[src/rtl/seg_scan_ctrl.sv]
// Scan controller for a 4-digit common-anode seven-segment display.
// Guard gaps between digits suppress ghosting; new words take effect only at frame boundaries.
module seg_scan_ctrl #(
  parameter int REFRESH_DIV = 100000,
  parameter int GUARD_CYC   = 64
) (
  input  logic        clk,
  input  logic        reset,
  input  logic        en,
  input  logic        lz_blank,
  input  logic        upd_valid,
  input  logic [15:0] upd_data,
  input  logic [3:0]  upd_dp,
  output logic        upd_ready,
  output logic [7:0]  seg,
  output logic [3:0]  an,
  output logic        frame_tick
);

  localparam logic [1:0] S_OFF   = 2'd0;
  localparam logic [1:0] S_GUARD = 2'd1;
  localparam logic [1:0] S_DRIVE = 2'd2;

  localparam int CNT_MAX = (REFRESH_DIV > GUARD_CYC) ? REFRESH_DIV : GUARD_CYC;
  localparam int CNT_W   = (CNT_MAX > 2) ? $clog2(CNT_MAX) : 1;
  localparam logic [CNT_W-1:0] DRIVE_LAST = CNT_W'(REFRESH_DIV - 1);
  localparam logic [CNT_W-1:0] GUARD_LAST = CNT_W'(GUARD_CYC - 1);

  logic [1:0]       state, nxt_state;
  logic [CNT_W-1:0] cnt, nxt_cnt;
  logic [1:0]       digit, nxt_digit;
  logic [15:0]      active_word, nxt_word, pend_word;
  logic [3:0]       active_dp, nxt_dp, pend_dp;
  logic             pend_full;
  logic             boundary, move, xfer;
  logic [3:0]       nib;
  logic             blank;
  logic [7:0]       drive_seg;
  logic [3:0]       drive_an;

  function automatic logic [6:0] hex7(input logic [3:0] h);
    case (h)
      4'h0: hex7 = 7'h40;
      4'h1: hex7 = 7'h79;
      4'h2: hex7 = 7'h24;
      4'h3: hex7 = 7'h30;
      4'h4: hex7 = 7'h19;
      4'h5: hex7 = 7'h12;
      4'h6: hex7 = 7'h02;
      4'h7: hex7 = 7'h78;
      4'h8: hex7 = 7'h00;
      4'h9: hex7 = 7'h10;
      4'hA: hex7 = 7'h08;
      4'hB: hex7 = 7'h03;
      4'hC: hex7 = 7'h46;
      4'hD: hex7 = 7'h21;
      4'hE: hex7 = 7'h06;
      default: hex7 = 7'h0E;
    endcase
  endfunction

  // Next-state logic; disabling from any state returns to OFF with counters cleared.
  always_comb begin
    nxt_state = state;
    nxt_cnt   = cnt;
    nxt_digit = digit;
    boundary  = 1'b0;
    if (!en) begin
      nxt_state = S_OFF;
      nxt_cnt   = '0;
      nxt_digit = 2'd0;
    end else begin
      case (state)
        S_OFF: begin
          nxt_state = S_GUARD;
          nxt_cnt   = '0;
          nxt_digit = 2'd0;
        end
        S_GUARD: begin
          if (cnt == GUARD_LAST) begin
            nxt_state = S_DRIVE;
            nxt_cnt   = '0;
          end else begin
            nxt_cnt = cnt + 1'b1;
          end
        end
        S_DRIVE: begin
          if (cnt == DRIVE_LAST) begin
            nxt_state = S_GUARD;
            nxt_cnt   = '0;
            nxt_digit = digit + 2'd1;
            boundary  = (digit == 2'd3);
          end else begin
            nxt_cnt = cnt + 1'b1;
          end
        end
        default: begin
          nxt_state = S_OFF;
          nxt_cnt   = '0;
          nxt_digit = 2'd0;
        end
      endcase
    end
  end

  // Pending word is promoted at a frame boundary, or immediately while the display is off.
  always_comb begin
    xfer     = upd_valid && upd_ready;
    move     = pend_full && (boundary || (state == S_OFF));
    nxt_word = move ? pend_word : active_word;
    nxt_dp   = move ? pend_dp : active_dp;
    nib      = nxt_word[{nxt_digit, 2'b00} +: 4];
    case (nxt_digit)
      2'd1:    blank = (nxt_word[15:4] == 12'h000);
      2'd2:    blank = (nxt_word[15:8] == 8'h00);
      2'd3:    blank = (nxt_word[15:12] == 4'h0);
      default: blank = 1'b0;
    endcase
    drive_seg = {~nxt_dp[nxt_digit], (lz_blank && blank) ? 7'h7F : hex7(nib)};
    drive_an  = ~(4'b0001 << nxt_digit);
  end

  always_ff @(posedge clk) begin
    if (!reset) begin
      state       <= S_OFF;
      cnt         <= '0;
      digit       <= 2'd0;
      active_word <= 16'h0000;
      active_dp   <= 4'h0;
      pend_word   <= 16'h0000;
      pend_dp     <= 4'h0;
      pend_full   <= 1'b0;
      upd_ready   <= 1'b1;
      frame_tick  <= 1'b0;
      seg         <= 8'hFF;
      an          <= 4'hF;
    end else begin
      state       <= nxt_state;
      cnt         <= nxt_cnt;
      digit       <= nxt_digit;
      active_word <= nxt_word;
      active_dp   <= nxt_dp;
      frame_tick  <= boundary;
      if (move)
        pend_full <= 1'b0;
      if (xfer) begin
        pend_word <= upd_data;
        pend_dp   <= upd_dp;
        pend_full <= 1'b1;
      end
      // Ready returns one edge after the buffer empties, limiting intake to one word per frame.
      if (xfer)
        upd_ready <= 1'b0;
      else if (!pend_full)
        upd_ready <= 1'b1;
      if (nxt_state == S_DRIVE) begin
        seg <= drive_seg;
        an  <= drive_an;
      end else begin
        seg <= 8'hFF;
        an  <= 4'hF;
      end
    end
  end

endmodule

[config.mk]
export PLATFORM = sky130hd
export DESIGN_NAME = seg_scan_ctrl
export DESIGN_NICKNAME = d
export VERILOG_FILES = /design/src/rtl/seg_scan_ctrl.sv
export SDC_FILE = /design/constraint.sdc
export NUM_CORES = 1
export LEC_CHECK = 0
export BUFFER_PORTS_ARGS = -buffer_cell sky130_fd_sc_hd__buf_2
export CAP_MARGIN = 25
export CORE_MARGIN = 1.5
export CORE_UTILIZATION = 50
export CTS_CLUSTER_DIAMETER = 50
export DETAILED_ROUTE_END_ITERATION = 6
export PLACE_DENSITY = 0.76
export SYNTH_ARGS = -nofsm -noshare
export SYNTH_HDL_FRONTEND = slang
export SYNTH_SLANG_ARGS = --single-unit
[constraint.sdc]
create_clock -name clk -period 4.6 [get_ports clk]
set_clock_uncertainty 0.05 [all_clocks]
set_input_delay 0.46 -clock clk [delete_from_list [all_inputs] [get_ports clk]]
set_output_delay 0.46 -clock clk [all_outputs]
set_load 0.01 [all_outputs]
# Word-level counts from Yosys, hierarchy flattened
# Memory sizes are Yosys's and may differ from the RTL's. A register that Yosys moved wholly into a read port is not among the register bits.
# Cells that the tools add are included.
[op_classes]
n_addsub = 2
magnitude_cmp = 1
eq_ne = 10
shift = 2
n_mux = 22
n_bitwise = 4
reduce_logical = 12
[op_table]
columns = ["operator", "n"]
rows = [
  ["17-bit two-way mux", 2],
  ["17-bit one-hot mux with 2 select lines", 1],
  ["17-bit by 1-bit adder with 17-bit output, second input constant", 1],
  ["17-bit equality test, second input constant", 1],
  ["17-bit by 6-bit equality test with 1-bit output, second input constant", 1],
  ["16-bit two-way mux", 1],
  ["16-bit by 5-bit variable part select with 4-bit output", 1],
  ["12-bit logical NOT", 1],
  ["2-bit equality test, second input constant", 5],
  ["2-bit two-way mux", 5],
  ["8-bit logical NOT", 1],
  ["1-bit two-way mux", 8],
  ["2-bit one-hot mux with 3 select lines", 1],
  ["2-bit by 1-bit equality test with 1-bit output, second input constant", 2],
  ["4-bit logical NOT", 1],
  ["4-bit two-way mux", 1],
  ["4-bit NOT", 1],
  ["2-bit one-hot mux with 2 select lines", 1],
  ["2-bit AND reduction", 2],
  ["1-bit by 2-bit left shift with 4-bit output, first input constant", 1],
  ["1-bit logical AND", 3],
  ["2-bit by 3-bit < comparator with 1-bit output, second input constant", 1],
  ["1-bit NOT", 3],
  ["1-bit one-hot mux with 3 select lines", 1],
  ["7 further kinds", 7],
]
[totals]
regBits = 69
rom_bits = 112
out_inout_bits = 14
memories = 1
[memory_table]
columns = ["memory", "words", "word_bits", "read_ports", "rd_ports_with_merged_regs", "write_ports", "line_no", "text"]
rows = [
  ["(name not given)", 16, 7, 1, 1, 0, "42", "case (h)"],
]

# Logic depth before layout (Yosys ltp)
# Gate-level depths: netlist of the first run.
[depth]
word_depth = 11
ltp_mapped = 14

# Worst setup path before layout of the first run
# No wires, ideal clock.
[synth_path]
kind = "register to register"
from = "reg cnt[6]"
to = "reg seg[0]"
setup_time_ps = 120
arrival_ps = 3193
path_slack_ps = 1237
stages_incl_launch_ff = 14
n_path_buf = 2
period_less_slack_ps = 3363
cell_sequence = "dfxtp_1 > or4_4 > nor4_4 > a32oi_2 > buf_6 > buf_6 > mux2i_1 > mux2i_1 > mux2i_1 > inv_2 > ha_1 > nor4_1 > a32oi_1 > o31a_1"
[synth_between]
elab_chain_len = 11
[synth_lines]
columns = ["element", "line_no", "text"]
rows = [
  ["start: declaration", "30", "logic [CNT_W-1:0] cnt, nxt_cnt;"],
  ["start signal: assignment", "139", "cnt <= nxt_cnt;"],
  ["17-bit equality test", "88", "if (cnt == DRIVE_LAST) begin"],
  ["1-bit two-way mux", "88", ""],
  ["1-bit two-way mux", "73", "case (state)"],
  ["1-bit two-way mux", "68", "if (!en) begin"],
  ["1-bit logical OR", "109", "move = pend_full && (boundary || (state == S_OFF));"],
  ["1-bit logical AND", "109", ""],
  ["16-bit two-way mux", "110", "nxt_word = move ? pend_word : active_word;"],
  ["12-bit logical NOT (tied with other cells)", "114", "2'd1: blank = (nxt_word[15:4] == 12'h000);"],
  ["1-bit one-hot mux with 3 select lines", "113", "case (nxt_digit)"],
  ["1-bit logical AND", "119", "drive_seg = {~nxt_dp[nxt_digit], (lz_blank && blank) ? 7'h7F : hex7(nib)};"],
  ["3-bit OR reduction (no line)", "n/a", ""],
  ["end: declaration", "15", "output logic [7:0] seg,"],
]
# Several ways; a longest one is shown, not always the timed one.
# A chain may end at the register's enable or synchronous reset.

# Final worst setup path of the first run
# Ends and elaborated chain as after synthesis.

==> impl_metrics.ini, run 1 <==
[routing]
postRouteAntennaNets = 0
drc = 0
drtIter0Drc = 186
via_per_inst = 5.405
post_drt_wl_per_cell_um = 14.03
drtPass1Iterations = 4
wl_mm = 7.592
route.vias.total = 2924

[final_layout]
drive_above_1_share_pct = 17.75
final_common_cell = dfxtp_1
filler_cell_count = 657
nets = 476
n_antenna_cell = 0
area_growth_pct = 11.50
layout_common_cells = 76 x dfxtp_1, 70 x nand2_1, 43 x nor2_1, 38 x buf_2, 32 x a21oi_1

[timing]
finalSetupViolCount = 0
slew_viol_final = 0
finalSetupTns_ns = 0
finalCritPeriodShare_pct = 84.56
fin_crit_ns = 3.890
worst_pin_slew_ns = 1.172
timing_hold_violations_final = 0
relSlewSlack_pct = 21.84
max_freq_mhz = 257.1
rsz0062_at_grt = false

[logic_synthesis]
yosys_register_bits = 76
ys.flop_type = dfxtp_1
postSynth.asyncResetShare_pct = 0
syn_inst = 405
avgSynthCellArea_um2 = 8.919
synth_seq_area_share_pct = 42.12
post_synth_instance_area_um2 = 3612
syn_nets = 441
ys_warn_count = 0
ys_types = 64
synth_enable_flop_cells = 0

[global_routing]
globalRouteTotalUtil_pct = 21.08
grt_max_degree = 46
grt_overflow = 0
grt_use_met1_pct = 29.70
grt_use_met3_pct = 5.938
grt_pass1_vias = 2709
grt_pass1_wl_mm = 12.68
antenna_found_initial = 0
top_usage_layer = met2
grtUsageMet2_pct = 31.51

[power]
ir_worst_vdd_uv = 250.2
powerDensity_nw_per_um2 = 302.0
finalPower_mw = 1.216
power.leakage_nw = 1.647

[worst_setup_path]
cp_max_fo = 15
critPathCaptureType = flop
worstPathRequired_ns = 4.79
critPathKind = flop to flop
critPathLaunchType = flop
worst_ep_arrival_time_ns = 4.08
reg2reg_depth = 11

[placement]
gp_congestion = 0.8730
hpwl_mm = 5.520
io_buffers = 38

[floorplanning]
core_area_um2 = 6907
fp.dieH_um = 88.00
rows = 30
dieArea_um2 = 7743
io_pins = 39
die_x_um = 88.00
start_util_pct = 52.30

[min_path]
hold_path_depth = 2
hp-class = input pin to flop

[cts]
clockBufferDepth = 2
htree_levels = 3
postCtsHoldBufs = 0
cts_tree = yes
clk_latency_ns = 0.35
ctsResizeCount = 0
cts.clk_slew.worst_paths_ns = 0.08
cts.sinks = 76
cts_setup_buffers = 0
cts_buffers = 9
cts-root-buf = clkbuf_8

[job]
drv_cap = 0

[run_status]
status = finished clean
worst max-delay path: stages (launching register included):
cell and delay, ns:
dfxtp_1 0.35, or4_4 0.58, nor4_4 0.49, a32oi_2 0.56, mux2i_1 0.37, mux2i_1 0.11, mux2i_1 0.35, inv_2 0.12
ha_1 0.26, nor4_1 0.30, a32oi_1 0.10, o31a_1 0.13
flip-flops by register name (all words and copies together), names as in the netlist:
signal and flops:
frame_tick 1, an 4, pend_full 1, cnt 17, active_word 16, active_dp 4
pend_word 16, pend_dp 4, seg 8, state 2, digit 2, upd_ready 1
Yosys cell counts, types with 3 or more instances:
master    number  area, um2
nand2b_1       4      25.02
a21oi_1       32      160.2
nand3_1       10      50.05
mux2i_1       29      290.3
nor4_1         7      43.79
mux2_2         4      45.04
ha_1          11      137.6
xnor2_1        4      35.03
o221ai_1       3      26.28
nor3_1         5      25.02
o21ai_0        6      30.03
and3_1         3      18.77
nand4_1        5      31.28
nor2_1        43      161.4
o211a_1        3      30.03
inv_1          8      30.03
and2_1         6      37.54
dfxtp_1       76       1521
clkbuf_1      13      48.80
xor2_1        10      87.58
o211ai_1       3      22.52
nand2_1       70      262.8
final cells by class:
type	instances	area, um2	share of cell area [%]
Clock inverter	6	38.79	0.9630
Sequential cell	76	1521	37.78
Clock buffer	10	127.6	3.169
Tap cell	96	120.1	2.982
Inverter	10	37.54	0.9320
Timing Repair Buffer	40	205.2	5.095
Multi-Input combinational cell	303	1977	49.08
worst paths after layout:
check             slack (ns)         start            to
setup / recovery        0.71        cnt[6]        seg[0]
hold / removal          0.29         reset     upd_ready
setup reg to reg        0.71        cnt[6]        seg[0]
hold reg to reg         0.41  pend_word[3]  pend_word[3]
per-layer routing:
| metal | vias to the layer above | wire length, um | part of all wire (%) |
|---|---|---|---|
| li1 | 1482 | - | - |
| met1 | 1346 | 3804 | 50 |
| met2 | 79 | 3243 | 43 |
| met3 | 17 | 405 | 5.3 |
| met4 | 0 | 138 | 1.8 |
| met5 | - | 0 | 0 |
report_power, final:
part | leakage (nW) | switching (mW) | total, mW | internal (mW)
combinational | 0.947 | 0.0543 | 0.0932 | 0.0389
sequential | 0.617 | 0.0133 | 0.686 | 0.673
clock | 0.0824 | 0.242 | 0.437 | 0.195
total | 1.65 | 0.310 | 1.22 | 0.907
kinds of logic (layout without fill, tap and decap cells):
logic type                 after synthesis  in the layout  synth area share [%]
adders and majority gates               11             11                 3.810
and+or+nand+nor                        175            175                 24.00
DFF                                     76             76                 42.12
xor gates and xnor gates                14             14                 3.394
buffers and inverters                   26             66                 3.152
AOI/OAI and AO/OA                       69             69                 13.86
muxes                                   34             34                 9.664
through the flow:
stage | utilization [%] | setup WS, ns | hold slack, ns | instance area, um2 | instances
2_1_floorplan | - | 1.237 | 0.3795 | 3612 | 405
3_3_place_gp | 55.80 | 0.9464 | 0.3914 | 3854 | 524
3_5_place_dp | 55.91 | 0.7753 | 0.4037 | 3861 | 525
4_1_cts | 58.32 | 0.7160 | 0.2846 | 4028 | 541
5_1_grt | 58.32 | 0.3561 | 0.2759 | 4028 | 541
6_report | 58.32 | 0.7100 | 0.2882 | 4028 | 541
No activity file was read; power rests on OpenSTA's default activity.
==> run 2: changes to the inputs <==
==> constraint.sdc (replaced) <==
create_clock -name clk -period 3.8 [get_ports clk]
set_clock_uncertainty 0.05 [all_clocks]
set_input_delay 0.38 -clock clk [delete_from_list [all_inputs] [get_ports clk]]
set_output_delay 0.38 -clock clk [all_outputs]
set_load 0.01 [all_outputs]
==> run 2 against run 1 <==
Compared with the run above: non-clock buffer count grew 7; worst setup slack lost 0.43 ns; flip-flop and latch count unchanged; sequential share of layout area shrank 0.77 points; maximum frequency rose by 11%; total power rose by 25%; critical path type unchanged; largest cell class unchanged; highest routed layer unchanged.
==> impl_metrics.ini, run 2 (synthesis gave the netlist of run 1 again) <==
[run_status]
status = finished clean

[worst_setup_path]
worstPathRequired_ns = 4.00
critPathKind = flop to flop
cpLargestDelayFamily = simple AND/OR/NAND/NOR gates
cp_max_fo = 7
crit_buf_inv = 1
crit_slowest_cell = or4_4
critPathLaunchType = flop
worst_ep_arrival_time_ns = 3.72
cpPeakStageDelay_ns = 0.59
cp_cell_sequence = or4_4 -> or4_4 -> o211a_1 -> nor2_4 -> mux2i_1 -> inv_2 -> ha_1 -> nor4_1 -> a32oi_1 -> o31a_1
critPathCaptureType = flop
cpMostUsedCell = or4_4

[placement]
hpwl_mm = 5.625
postPlaceCellArea_um2 = 3914
io_buffers = 38
gp_congestion = 0.9096

[routing]
route.vias.total = 2965
wl_mm = 7.606
drtIter0Drc = 218
via_per_inst = 5.420
drtPass1Iterations = 4
post_drt_wl_per_cell_um = 13.90
drc = 0
postRouteAntennaNets = 0

[cts]
cts.clk_slew.worst_paths_ns = 0.08
cts.sinks = 76
cts_tree = yes
cts_setup_buffers = 0
cts_buffers = 9
htree_levels = 3
cts-root-buf = clkbuf_8
clockBufferDepth = 2
clk_latency_ns = 0.35
postCtsHoldBufs = 0

[global_routing]
grt_overflow = 0
top_usage_layer = met1
antenna_found_initial = 0
grtUsageMet2_pct = 30.40
grt_pass1_vias = 2666
grt_pass1_wl_mm = 12.64
grt_use_met1_pct = 30.82
grt_max_degree = 46
grt_use_met3_pct = 4.807
globalRouteTotalUtil_pct = 21.34

[timing]
timing.hold.ws_ns = 0.2001
slew_viol_final = 0
fin_crit_ns = 3.518
timing_hold_violations_final = 0
worst_pin_slew_ns = 0.7408
finalSetupTns_ns = 0
finalSetupViolCount = 0
max_freq_mhz = 284.3
rsz0062_at_grt = false
relSlewSlack_pct = 50.54
finalCritPeriodShare_pct = 92.58

[power]
ir_worst_vdd_uv = 232.3
powerDensity_nw_per_um2 = 371.1
power.leakage_nw = 1.695
finalPower_mw = 1.526

[final_layout]
multi_input_area_um2 = 1993
regArea_um2 = 1521
reg.largest.list = cnt: 17 flops, active_word: 16 flops, pend_word: 16 flops
final_common_cell = dfxtp_1
final_area_um2 = 4111
filler_cell_count = 667
layout_common_cells = 76 x dfxtp_1, 70 x nand2_1, 43 x nor2_1, 38 x buf_2, 32 x a21oi_1
largest_reg_flops = 17
nets = 483
drive_above_1_share_pct = 18.85
regMostFlops = cnt
area_growth_pct = 13.82
n_antenna_cell = 0

[floorplanning]
dieArea_um2 = 7743
fp.dieH_um = 88.00
io_pins = 39
rows = 30
core_area_um2 = 6907
die_x_um = 88.00
start_util_pct = 52.30

[min_path]
hp-class = input pin to flop

[job]
drv_cap = 0
-- run 2: final cells by class --
class / instances / area share [%]
clock buffer: 10 / 3.104
inverter: 10 / 0.9130
multi-input combinational: 303 / 48.48
timing repair buffer: 47 / 6.269
sequential: 76 / 37.01
tap: 96 / 2.921
clock inverter: 5 / 1.309
-- run 2: timing repair --
action                                  in CTS  in global routing
gates resized for setup                      0                  2
endpoints found under the setup margin       0                  1
hold endpoints to repair                     0                  0
-- run 2: path summary, 6_finish.rpt --
path | startpoint | end | slack (ns) | cells after the start
setup / recovery | cnt[6] | seg[0] | 0.28 | 10
hold / removal | reset | upd_ready | 0.20 | 2
setup reg to reg | cnt[6] | seg[0] | 0.28 | 10
hold reg to reg | pend_dp[3] | pend_dp[3] | 0.41 | 2
-- run 2: per-layer routing --
metal  vias to the layer above  part of all wire, %
li1                       1512                    -
met1                      1380                   51
met2                        59                   43
met3                        14                  4.2
met4                         0                  2.0
met5                         -                    0
-- run 2: power breakdown --
part | switching (mW) | total [mW] | internal (mW)
logic | 0.0678 | 0.116 | 0.0487
registers | 0.0153 | 0.830 | 0.815
clock network | 0.282 | 0.579 | 0.297
-- run 2: worst register-to-register path, stage by stage (launching register included) --
cell	delay (ns)
dfxtp_1	0.36
or4_4	0.59
or4_4	0.58
o211a_1	0.31
nor2_4	0.22
mux2i_1	0.39
inv_2	0.12
ha_1	0.27
nor4_1	0.30
a32oi_1	0.10
o31a_1	0.13
-- run 2: stage by stage --
stage / instances / worst slack (ns) / utilization, %
floorplan: 405 / 0.4372 / -
global placement: 532 / 0.3849 / 56.67
detailed placement: 532 / 0.2414 / 56.67
CTS: 547 / 0.2188 / 59.29
global route: 547 / 0.01061 / 59.53
finish: 547 / 0.2820 / 59.53
